File: config.mk
export PLATFORM = sky130hd
export DESIGN_NAME = gbt_chk_sat_counter
export DESIGN_NICKNAME = d
export VERILOG_FILES = /design/src/rtl/gbt_chk_sat_counter.sv
export SDC_FILE = /design/constraint.sdc
export NUM_CORES = 1
export LEC_CHECK = 0
export CAP_MARGIN = 20
export CORE_MARGIN = 2
export CORE_UTILIZATION = 53
export CTS_CLUSTER_SIZE = 20
export DETAILED_ROUTE_END_ITERATION = 6
export GPL_TIMING_DRIVEN = 0
export PLACE_DENSITY = 0.83
export SLEW_MARGIN = 20
export SYNTH_ARGS = -nofsm -noshare
export SYNTH_HDL_FRONTEND = slang
export SYNTH_SLANG_ARGS = --single-unit
File: constraint.sdc
create_clock -name clk_ik -period 5.27 [get_ports clk_ik]
set_clock_uncertainty 0.1 [all_clocks]
set_input_delay 0.7905 -clock clk_ik [delete_from_list [all_inputs] [get_ports clk_ik]]
set_output_delay 0.7905 -clock clk_ik [all_outputs]
set_load 0.05 [all_outputs]
File: src/rtl/gbt_chk_sat_counter.sv
// Saturating up-counter; clear has priority over increment.
// Latency: one clk_ik from inc_i/clr_i to cnt_o.
// No backpressure: inc_i is sampled every cycle.
module gbt_chk_sat_counter #(
    parameter int W = 16
) (
    input  logic         clk_ik,
    input  logic         rst_ir,
    input  logic         clr_i,
    input  logic         inc_i,
    output logic [W-1:0] cnt_o
);

    logic [W-1:0] cnt_q, cnt_d;

    always_comb begin
        cnt_d = cnt_q;
        if (clr_i) begin
            cnt_d = '0;
        end else if (inc_i && (cnt_q != '1)) begin
            cnt_d = cnt_q + W'(1);
        end
    end

    always_ff @(posedge clk_ik or posedge rst_ir) begin
        if (rst_ir) begin
            cnt_q <= '0;
        end else begin
            cnt_q <= cnt_d;
        end
    end

    assign cnt_o = cnt_q;

endmodule

* Word level (Yosys, flattened, before mapping)
Cells that the tools add are included.
** Cells by class
- Mux-type cells :: 2
- Reductions and logical operators :: 2
- Eq/ne operators :: 1
- Add/subtract/negate cells :: 1
** Operator list (count)
- 16-bit two-way mux :: 2
- 16-bit by 1-bit adder with 16-bit output, second input constant :: 1
- 16-bit inequality test, second input constant :: 1
- 2-bit nonzero test :: 1
- 1-bit logical AND :: 1
** Word-level totals
- Register bits after elaboration :: 16
- Logic and storage cells :: 7
- Output and inout port bits :: 16

* Logic depth before layout (Yosys ltp)
Gate-level depths: netlist of the first run.
- Depth in word-level cells :: 4
- Mapped depth :: 6
- Gate-level depth less buffers :: 5

* Least setup slack after synthesis of the first run
No wires, ideal clock.
- Kind :: input -> register
- Start :: input inc_i
- End :: register cnt_q[13] (netlist: cnt_o[13])
- Cell stages on the path :: 5
- Setup time :: 78 ps
- Data arrival time :: 2098 ps
- Path slack :: 2994 ps
- Path buffers :: 1
- Required time :: 5092 ps
- Cell sequence :: clkbuf_2 -> nand3_1 -> or4_4 -> or4_1 -> a21oi_1
** On the way
- Cells in the longest elaborated chain, start to end :: 2
** Ends and longest elaborated chain
- start, declared :: line 10 : input logic inc_i,
- 1-bit logical AND :: line 20 : end else if (inc_i && (cnt_q != '1)) begin
- 2-bit nonzero test (no line)
- end signal, assigned :: line 29 : cnt_q <= cnt_d;
- end, declared :: line 14 : logic [W-1:0] cnt_q, cnt_d;
Every way passes these cells.
A chain may end at the register's enable or synchronous reset.

* Worst setup path in the final report of the first run
- Start :: register cnt_q[15] (netlist: cnt_o[15])
- End :: output cnt_o[15]
** RTL lines
- end, declared :: line 11 : output logic [W-1:0] cnt_o
No word-level cell between the ends.

==> results of run 1 <==
-- synthesized netlist by cell type --
cell type | instances | area share
nand4_1 | 4 | 0.027
nand3_1 | 7 | 0.038
mux2i_1 | 1 | 0.011
inv_1 | 3 | 0.012
mux2_2 | 2 | 0.024
or3_1 | 6 | 0.040
nand2b_1 | 2 | 0.013
o31ai_1 | 5 | 0.040
ha_1 | 1 | 0.013
a31oi_1 | 1 | 0.0067
nor2_1 | 3 | 0.012
or4_2 | 1 | 0.0094
clkbuf_2 | 1 | 0.0054
o21ai_0 | 5 | 0.027
nand4_4 | 1 | 0.023
or4_4 | 1 | 0.012
a21oi_1 | 12 | 0.064
dfrtp_1 | 16 | 0.43
and4_1 | 1 | 0.0094
nor4_1 | 3 | 0.020
buf_4 | 1 | 0.0081
clkbuf_1 | 1 | 0.0040
dlygate4sd1_1 | 1 | 0.0094
nor3_1 | 4 | 0.021
or4_1 | 6 | 0.048
or3_2 | 1 | 0.0081
nand2_1 | 6 | 0.024
o41ai_1 | 2 | 0.019
nor2b_1 | 3 | 0.020
-- layout make-up --
class,instances,area [um^2]
Buffer,4,25.0
Clock buffer,4,36.3
Fill cell,136,529
Inverter,3,11.3
Multi-Input combinational cell,78,495
Sequential cell,16,400
Tap cell,17,21.3
Timing Repair Buffer,17,170
-- cells by family after synthesis --
group	after synthesis	share of synthesized area
AOI/OAI and AO/OA	25	0.157
adders and majority gates	1	0.0134
buffers and inverters	7	0.0389
DFF	16	0.430
muxes	3	0.0349
and+or+nand+nor	49	0.326
-- layer usage --
layer / up-vias / global-route usage
met5: - / 0
met2: 26 / 0.358
met1: 428 / 0.320
met3: 5 / 0.0556
li1: 438 / -
met4: 0 / 0.0971
-- per-stage QoR --
stage               area, um^2   util
floorplan                  932      -
finish                    1160  0.687
global placement          1120  0.665
global route              1160  0.687
detailed placement        1120  0.665
CTS                       1160  0.687
-- power groups by stage --
stage	clock network, mW	registers [mW]	logic (mW)
final	0.0818	0.126	0.0211
after global placement	0	0.129	0.0211
after floorplan	0	0.134	0.00972
after detailed placement	0	0.129	0.0212
after global routing	0.0904	0.127	0.0228
after CTS	0.0827	0.126	0.0214
-- path summary, 6_finish.rpt --
path / start / endpoint / slack (ps) / cells after the start
max: cnt_o[15] / cnt_o[15] / 2750 / 1
min: cnt_o[14] / cnt_o[14] / 490 / 2
max reg2reg: cnt_o[0] / cnt_o[0] / 3090 / 6
min reg2reg: cnt_o[14] / cnt_o[14] / 490 / 2
max in group asynchronous: rst_ir / cnt_o[1] / 3910 / 2
min in group asynchronous: rst_ir / cnt_o[12] / 760 / 2
==> metrics.cfg, run 1 <==
[synthesis]
syn_nets = 106
ys_ff_latch = 16
synthesis.area_um2 = 932
ys_seq_area_frac = 0.430
yosys_warnings = 0
synth.distinct_cells = 29
synth.avg_cell_area_um2 = 9.23
syn_inst = 101

[sta]
fmax_mhz = 398
post-route-min-period_ps = 2520
fin_tns_setup_ps = 0
hold_ws_ps = 491
drv_slew = 0
hold_viol = 0
worstMarginPinSlew_ps = 654
slew-limit-headroom = 0.560
final-setup-viol-count = 0
rsz0062_at_grt = false
fin_ws_ps = 2750
period_share = 0.477

[power_and_ir_drop]
internal-power_uw = 173
power_frac_comb = 0.092
peakVddDrop_uv = 147
seqPwrFrac = 0.551
p_sw_uw = 55.7
power_density_mw_per_mm2 = 198
fin_total_pwr_uw = 229
leakagePower_nw = 0.420
p_clk_frac = 0.357
switching_share = 0.243

[critical_path]
cp.required_ps = 4380
crit_type = flip-flop to output pin
critPathLaunchType = flip-flop
arrival_ps = 1620
crit_family = buffers and inverters
crit_path_end_kind = output pin
path_max_fanout = 8
slowest_stage = clkdlybuf4s50_1
crit_path_max_incr_delay_ps = 850
worstPathCellList = clkdlybuf4s50_1
crit_buf_inv = 1

[final_layout]
diodes = 0
final_net_count = 128
area_delta_synth_final_pct = 24.4
final_layout_size_suffix_gt1_frac = 0.0984
layout_commonest_cell = clkdlybuf4s50_1
largest_reg_flops = 16
layout.cells.non_filler = 139
layout_common_cells = clkdlybuf4s50_1, dfrtp_1, a21oi_1

[routing]
drtPass1Iterations = 4
vias = 897
wire_per_inst_um = 15.1
drt_first_iter_violations = 37
top_layer = met4
via_per_inst = 6.45
wl_met2_um = 1020
wl_met3_um = 89
drt_wl_total_um = 2100
wl_met1_um = 960
drc = 0
ant_nets = 0

[clocking]
hold_buffers = 0
insertion_delay_ps = 290
cts_inserted_buffers = 3
cts_tree = done
clock_sinks = 16
cts_setup_buffers = 0
postCtsResizedCells = 0
cts_root_buf = clkbuf_4
clockBufferDepth = 2
clk_pin_slew_ps = 100
cts.htree.levels = 1

[floorplan]
die_x_um = 45.9
rows = 15
initial_utilization = 0.552
io_pins = 20
die-area_mm2 = 0.00211
die_height_um = 45.9
core_region_area_mm2 = 0.00169

[global_route]
grt_pass1_vias = 795
gr-usage-all-layers = 0.236
grt_pass1_wl_um = 3570
antenna_found_initial = 0
grt_overflow = 0
grt_max_degree = 17

[placement]
portBuffers = 17
routabilityCongestion = 0.787
dp.cells = 135
hpwl_um = 1460
pre_cts_slack_ps = 2840

[hold_path]
hold_path_class = flip-flop to flip-flop

[job]
cap_violations = 0

[run_status]
status = complete, no violations

No activity file was read; power rests on OpenSTA's default activity.
==> run 2, diff against run 1 <==
--- a/config.mk
+++ b/config.mk
@@ -7,11 +7,11 @@
 export LEC_CHECK = 0
 export CAP_MARGIN = 20
 export CORE_MARGIN = 2
-export CORE_UTILIZATION = 53
+export CORE_UTILIZATION = 44
 export CTS_CLUSTER_SIZE = 20
 export DETAILED_ROUTE_END_ITERATION = 6
 export GPL_TIMING_DRIVEN = 0
-export PLACE_DENSITY = 0.83
+export PLACE_DENSITY = 0.73
 export SLEW_MARGIN = 20
 export SYNTH_ARGS = -nofsm -noshare
 export SYNTH_HDL_FRONTEND = slang
==> constraint.sdc (replaced) <==
create_clock -name clk_ik -period 2.3 [get_ports clk_ik]
set_clock_uncertainty 0.1 [all_clocks]
set_input_delay 0.345 -clock clk_ik [delete_from_list [all_inputs] [get_ports clk_ik]]
set_output_delay 0.345 -clock clk_ik [all_outputs]
set_load 0.05 [all_outputs]
==> run 2 against run 1 <==
Effect of this change: final cell count is 6.5% higher; worst hold slack lost 320 ps; sequential cell count unchanged; combinational power is 130% higher; sequential power up 130%; critical path type unchanged; critical endpoint is now cnt_o[7]; largest cell class unchanged.
==> metrics.cfg, run 2 (synthesis gave the netlist of run 1 again) <==
[run_status]
status = complete, no violations

[hold_path]
holdPathEnd = cnt_o[8]
hold_path_class = input pin to flip-flop
hp-start = clr_i
min_path_cells = 2  ; unchanged

[global_route]
grt_max_degree = 17  ; unchanged
antenna_found_initial = 0  ; unchanged
grt_pass1_vias = 835  ; +5.0%
grt_pass1_wl_um = 3730  ; +4.3%
grt_overflow = 0  ; unchanged
gr-usage-all-layers = 0.193  ; -0.0428

[placement]
hpwl_um = 1460  ; about the same
portBuffers = 17  ; unchanged
place_area_mm2 = 0.00114  ; +1.1%
routabilityCongestion = 0.801  ; +1.8%

[power_and_ir_drop]
power_density_mw_per_mm2 = 420  ; +110%
peakVddDrop_uv = 316  ; +110%
leakagePower_nw = 0.413  ; -1.7%

[floorplan]
initial_utilization = 0.470  ; -0.0815
die_x_um = 50.0  ; +8.9%
die-area_mm2 = 0.00250  ; +19%
io_pins = 20  ; unchanged
die_height_um = 50.0  ; +8.9%
core_region_area_mm2 = 0.00198  ; +17%
rows = 16  ; +1

[routing]
drc = 0  ; unchanged
drt_first_iter_violations = 24  ; -35%
via_per_inst = 6.08  ; -5.8%
drtPass1Iterations = 4  ; unchanged
ant_nets = 0  ; unchanged
drt_wl_total_um = 2130  ; +1.5%
wire_per_inst_um = 14.4  ; -4.6%
vias = 900  ; +0.33%

[clocking]
clockBufferDepth = 2  ; unchanged
clock_sinks = 16  ; unchanged
clk_pin_slew_ps = 90  ; about the same
cts_tree = done
cts.htree.levels = 1  ; unchanged
insertion_delay_ps = 290  ; about the same
cts_setup_buffers = 0  ; unchanged
cts_inserted_buffers = 3  ; unchanged
cts_root_buf = clkbuf_4
hold_buffers = 0  ; unchanged

[sta]
period_share = 0.903
drv_slew = 0  ; unchanged
fmax_mhz = 482
worstMarginPinSlew_ps = 622  ; -32.7 ps
hold_viol = 0  ; unchanged
final-setup-viol-count = 0  ; unchanged
post-route-min-period_ps = 2080
fin_tns_setup_ps = 0  ; unchanged
slew-limit-headroom = 0.585  ; +0.0254
rsz0062_at_grt = false

[critical_path]
critPathLaunchType = flip-flop
reg2reg_from = cnt_o[0]
crit_family = buffers and inverters
crit_path_max_incr_delay_ps = 850  ; about the same
slowest_stage = clkdlybuf4s50_1
crit_buf_inv = 1  ; unchanged
crit_path_end_kind = output pin
rr_worst_depth = 6  ; unchanged
timing.rr.end = cnt_o[12]
reg2reg_slack_ps = 260  ; -2830 ps
worstPathCellList = clkdlybuf4s50_1
arrival_ps = 1630  ; about the same
cp.required_ps = 1860  ; -2520 ps
crit_type = flip-flop to output pin
path_max_fanout = 7  ; -1

[final_layout]
largest_reg_flops = 16  ; unchanged
layout_commonest_cell = clkdlybuf4s50_1
n_fill_cell = 179  ; +32%
final_net_count = 128  ; unchanged
final_layout_size_suffix_gt1_frac = 0.0992  ; +0.000813
diodes = 0  ; unchanged
layout_common_cells = clkdlybuf4s50_1, dfrtp_1, a21oi_1
design_area_mm2 = 0.00116  ; +0.43%
area_delta_synth_final_pct = 25.0

[job]
cap_violations = 0  ; unchanged

-- run 2: cell count changes in the layout (fill, tap and decap cells not counted) --
| cell | change |
|---|---|
| nor4_2 | +1 |
| nor4_1 | -1 |
| clkbuf_8 | -1 |
-- run 2: report_power, final --
group / leakage (nW) / internal [mW] / total [mW] / switching [mW]
clock network: 0.0138 / 0.0609 / 0.151 / 0.0899
registers: 0.222 / 0.284 / 0.289 / 0.00488
logic: 0.177 / 0.0162 / 0.0488 / 0.0326
-- run 2: repair_timing --
item                                    4_1_cts  5_1_grt
endpoints found under the setup margin        0        1
endpoints found under the hold margin         0        0
resized for setup                             0        1
-- run 2: how the worst max path moves through the flow --
stage | startpoint | endpoint | slack, ps | cells past startpoint
final | cnt_o[7] | cnt_o[7] | 220 | 1
after floorplan | cnt_o[0] | cnt_o[0] | 60 | 6
after global routing | cnt_o[0] | cnt_o[0] | 120 | 6
after global placement | cnt_o[0] | cnt_o[0] | 130 | 6
after CTS | cnt_o[0] | cnt_o[0] | 110 | 6
after detailed placement | cnt_o[0] | cnt_o[0] | 130 | 6
-- run 2: area by class of cell --
type                       count  area [um^2]  area share
tap                           27         33.8      0.0290
clock buffer                   3         22.5      0.0193
inverter                       3         11.3     0.00967
buffer                         4         25.0      0.0215
timing repair buffer          17          170       0.146
sequential                    16          400       0.344
multi-input combinational     78          502       0.431
-- run 2: through the flow --
step	utilization	cells	setup WS [ps]	hold WS (ps)	total power, mW
after floorplan	-	101	65.0	159	0.328
after global placement	0.573	145	133	457	0.343
after detailed placement	0.573	145	126	464	0.344
after CTS	0.585	148	111	172	0.495
after global routing	0.588	148	120	183	0.507
final	0.588	148	224	175	0.489
-- run 2: per-layer routing --
| layer | global-route usage | share of wire | vias up | wire [um] |
|---|---|---|---|---|
| li1 | - | - | 432 | - |
| met5 | 0 | 0 | - | 0 |
| met1 | 0.258 | 0.48 | 432 | 1010 |
| met3 | 0.0303 | 0.042 | 4 | 90 |
| met4 | 0.0833 | 0.018 | 0 | 39 |
| met2 | 0.307 | 0.46 | 32 | 987 |
==> edit, RTL diff (flow settings as in run 2) <==
Change the parameter `W` from 16 to 14.
--- a/src/rtl/gbt_chk_sat_counter.sv
+++ b/src/rtl/gbt_chk_sat_counter.sv
@@ -3,5 +3,5 @@
 // No backpressure: inc_i is sampled every cycle.
 module gbt_chk_sat_counter #(
-    parameter int W = 16
+    parameter int W = 14
 ) (
     input  logic         clk_ik,
Interface: changed (resized cnt_o); port bits go from 20 to 18. No check against the original RTL was run, so the function may have changed too.
==> edit against run 2 <==
Setup slack got worse by 69 ps; sequential share of layout area shrank 1.2 points; final area is 8.6% lower; synthesized cell count fell by 23%; routed wire length is 13% lower; total power increased by 0.26%; maximum frequency fell by 3.2%; area after synthesis fell by 10%; sequential cell count is 2 lower; critical endpoint is now cnt_o[13]$_DFFE_PP0P_.
==> edit: results (changes against run 2) <==
stage;metric;value;unit;change
global_route;gr-total-overflow;0;;unchanged
global_route;antenna_found_initial;0;;unchanged
routing;avgRoutedWirePerCell;15.1;um;was 14.4 um
clock_network;clock_insertion_delay_worst_skew;280;ps;
global_route;grt_pass1_vias;625;;was 835
clock_network;post_cts_buffers;0;;unchanged
worst_setup_path;critPathMaxFanout;7;;unchanged
synthesis;synth_top_area_share;42.0;%;was 43.0%
place;dpl_cell_area;1030;sq um;was 1140 sq um
cells_and_area;drive_gt1_share;16.3;%;was 9.92%
cells_and_area;diodes;0;;unchanged
synthesis;yosysSeqAreaShare;42.0;%;was 43.0%
clock_network;clockRootBuffer;clkbuf_4;;unchanged
place;placement.io_buffers;16;;was 17
cells_and_area;fill_cells;172;;was 179
pwr;p_leak;0.444;nW;was 0.413 nW
worst_setup_path;start_kind;flip-flop;;unchanged
routing;vias;711;;was 900
timing;worstMarginPinSlew;532;ps;was 622 ps
pwr;p_int;0.364;mW;was 0.362 mW
clock_network;h-tree-depth;1;;unchanged
synthesis;postSynthAreaPerCell;10.7;sq um;was 9.23 sq um
synthesis;async_flop_share;100;%;unchanged
global_route;grt_pass1_wl;2960;um;was 3730 um
pwr;ir_worst_vdd;0.292;mV;was 0.316 mV
cells_and_area;largest_register_ff_count;14;;was 16
worst_setup_path;cp.arrival;2210;ps;was 1630 ps
min_path;hp-class;primary input to flip-flop;;unchanged
routing;ant_nets;0;;unchanged
place;hpwl;1310;um;was 1460 um
synthesis;synth_area_leaders;dfrtp_1 (42%), nand4_4 (7.6%), nor2_1 (3.6%);;was dfrtp_1 (43%), a21oi_1 (6.4%), or4_1 (4.8%)
routing;firstDrtPassIters;4;;unchanged
worst_setup_path;worst_r2r_endpoint;cnt_o[13]$_DFFE_PP0P_;;was cnt_o[12]$_DFFE_PP0P_
worst_setup_path;r2r_start;cnt_o[1]$_DFFE_PP0P_;;was cnt_o[0]$_DFFE_PP0P_
synthesis;syn_nets;83;;was 106
place;finalWeightedCongestion;0.718;;was 0.801
synthesis;ys_types;35;;was 29
timing;period_minus_slack;2140;ps;was 2080 ps
clock_network;numCtsBuffers;3;;unchanged
worst_setup_path;reg2reg_slack;160;ps;was 260 ps
cells_and_area;nNetsFinal;104;;was 128
global_route;track_usage;19.0;%;was 19.3%
global_route;grt_max_degree;15;;was 17
run_status;status;complete, no violations;;unchanged
synthesis;synthTopCellsByCount;dfrtp_1 (14), nor2_1 (8), a21oi_1 (5);;was dfrtp_1 (16), a21oi_1 (12), nand3_1 (7)
clock_network;clk_pin_slew;90;ps;about the same
synthesis;synth_warnings;0;;unchanged
clock_network;clockBufferDepth;2;;unchanged
cells_and_area;fin_cells;123;;was 148
worst_setup_path;critPathCaptureType;flip-flop;;was output port
clock_network;cts.repair.resized;0;;unchanged
routing;drt_iter0_drc;18;;was 24
worst_setup_path;rr_worst_depth;5;;was 6
place;place_worst_setup_slack;173;ps;was 126 ps
edit: cell types whose count changed after synthesis, moves of 3 or more:
| cell | before | now |
|---|---|---|
| nor2_1 | 3 | 8 |
| or4_1 | 6 | 2 |
| nand2_1 | 6 | 3 |
| or3_1 | 6 | 2 |
| nor4_1 | 3 | 0 |
| o31ai_1 | 5 | 2 |
| nand3_1 | 7 | 2 |
| a21oi_1 | 12 | 5 |
| xor2_1 | 0 | 3 |
edit: worst max-delay path, cell delays in order, from the launching register on:
cell,delay [ps]
dfrtp_2,470
ha_1,290
nand4_4,170
nor4_4,480
nand4bb_1,200
mux2_1,320
edit: worst min-delay path by stage:
stage / startpoint / endpoint / cells after the start / slack, ps
global placement: cnt_o[11]$_DFFE_PP0P_ / cnt_o[11]$_DFFE_PP0P_ / 2 / 490
CTS: inc_i / cnt_o[5]$_DFFE_PP0P_ / 2 / 240
floorplan: rst_ir / cnt_o[10]$_DFFE_PP0P_ / 1 / 130
finish: inc_i / cnt_o[5]$_DFFE_PP0P_ / 2 / 240
detailed placement: cnt_o[5]$_DFFE_PP0P_ / cnt_o[5]$_DFFE_PP0P_ / 1 / 500
global route: inc_i / cnt_o[5]$_DFFE_PP0P_ / 2 / 240
edit: power by group through the flow:
stage	combinational (mW)	clock (mW)	sequential, mW
3_3_place_gp	0.0484	0	0.265
5_1_grt	0.0526	0.192	0.261
6_report	0.0482	0.182	0.260
4_1_cts	0.0493	0.182	0.260
3_5_place_dp	0.0490	0	0.265
2_1_floorplan	0.0189	0	0.275
edit: cell type report:
| cell class | count | area, sq um | area share (%) |
|---|---|---|---|
| buffer | 2 | 16.3 | 1.53 |
| multi-input combinational | 60 | 460 | 43.2 |
| tap | 25 | 31.3 | 2.94 |
| timing repair buffer | 16 | 160 | 15.0 |
| sequential | 14 | 353 | 33.1 |
| inverter | 2 | 7.51 | 0.705 |
| clock buffer | 4 | 36.3 | 3.41 |
edit: metal layers:
metal	GRT usage [%]	wire length, um
met5	0	0
met4	8.11	25
met3	2.26	44
met2	30.8	917
met1	25.5	875
edit: cells by family after synthesis:
logic type               count (synthesis)  share of synthesized area, %
XOR/XNOR                                 4                          4.20
flip-flops                              14                          42.0
buffers and inverters                    4                          2.85
AO/OA/AOI/OAI                           18                          15.4
multiplexers                             2                          2.55
AND/OR/NAND/NOR                         35                          31.5
adder cells (fa/ha/maj)                  1                          1.50
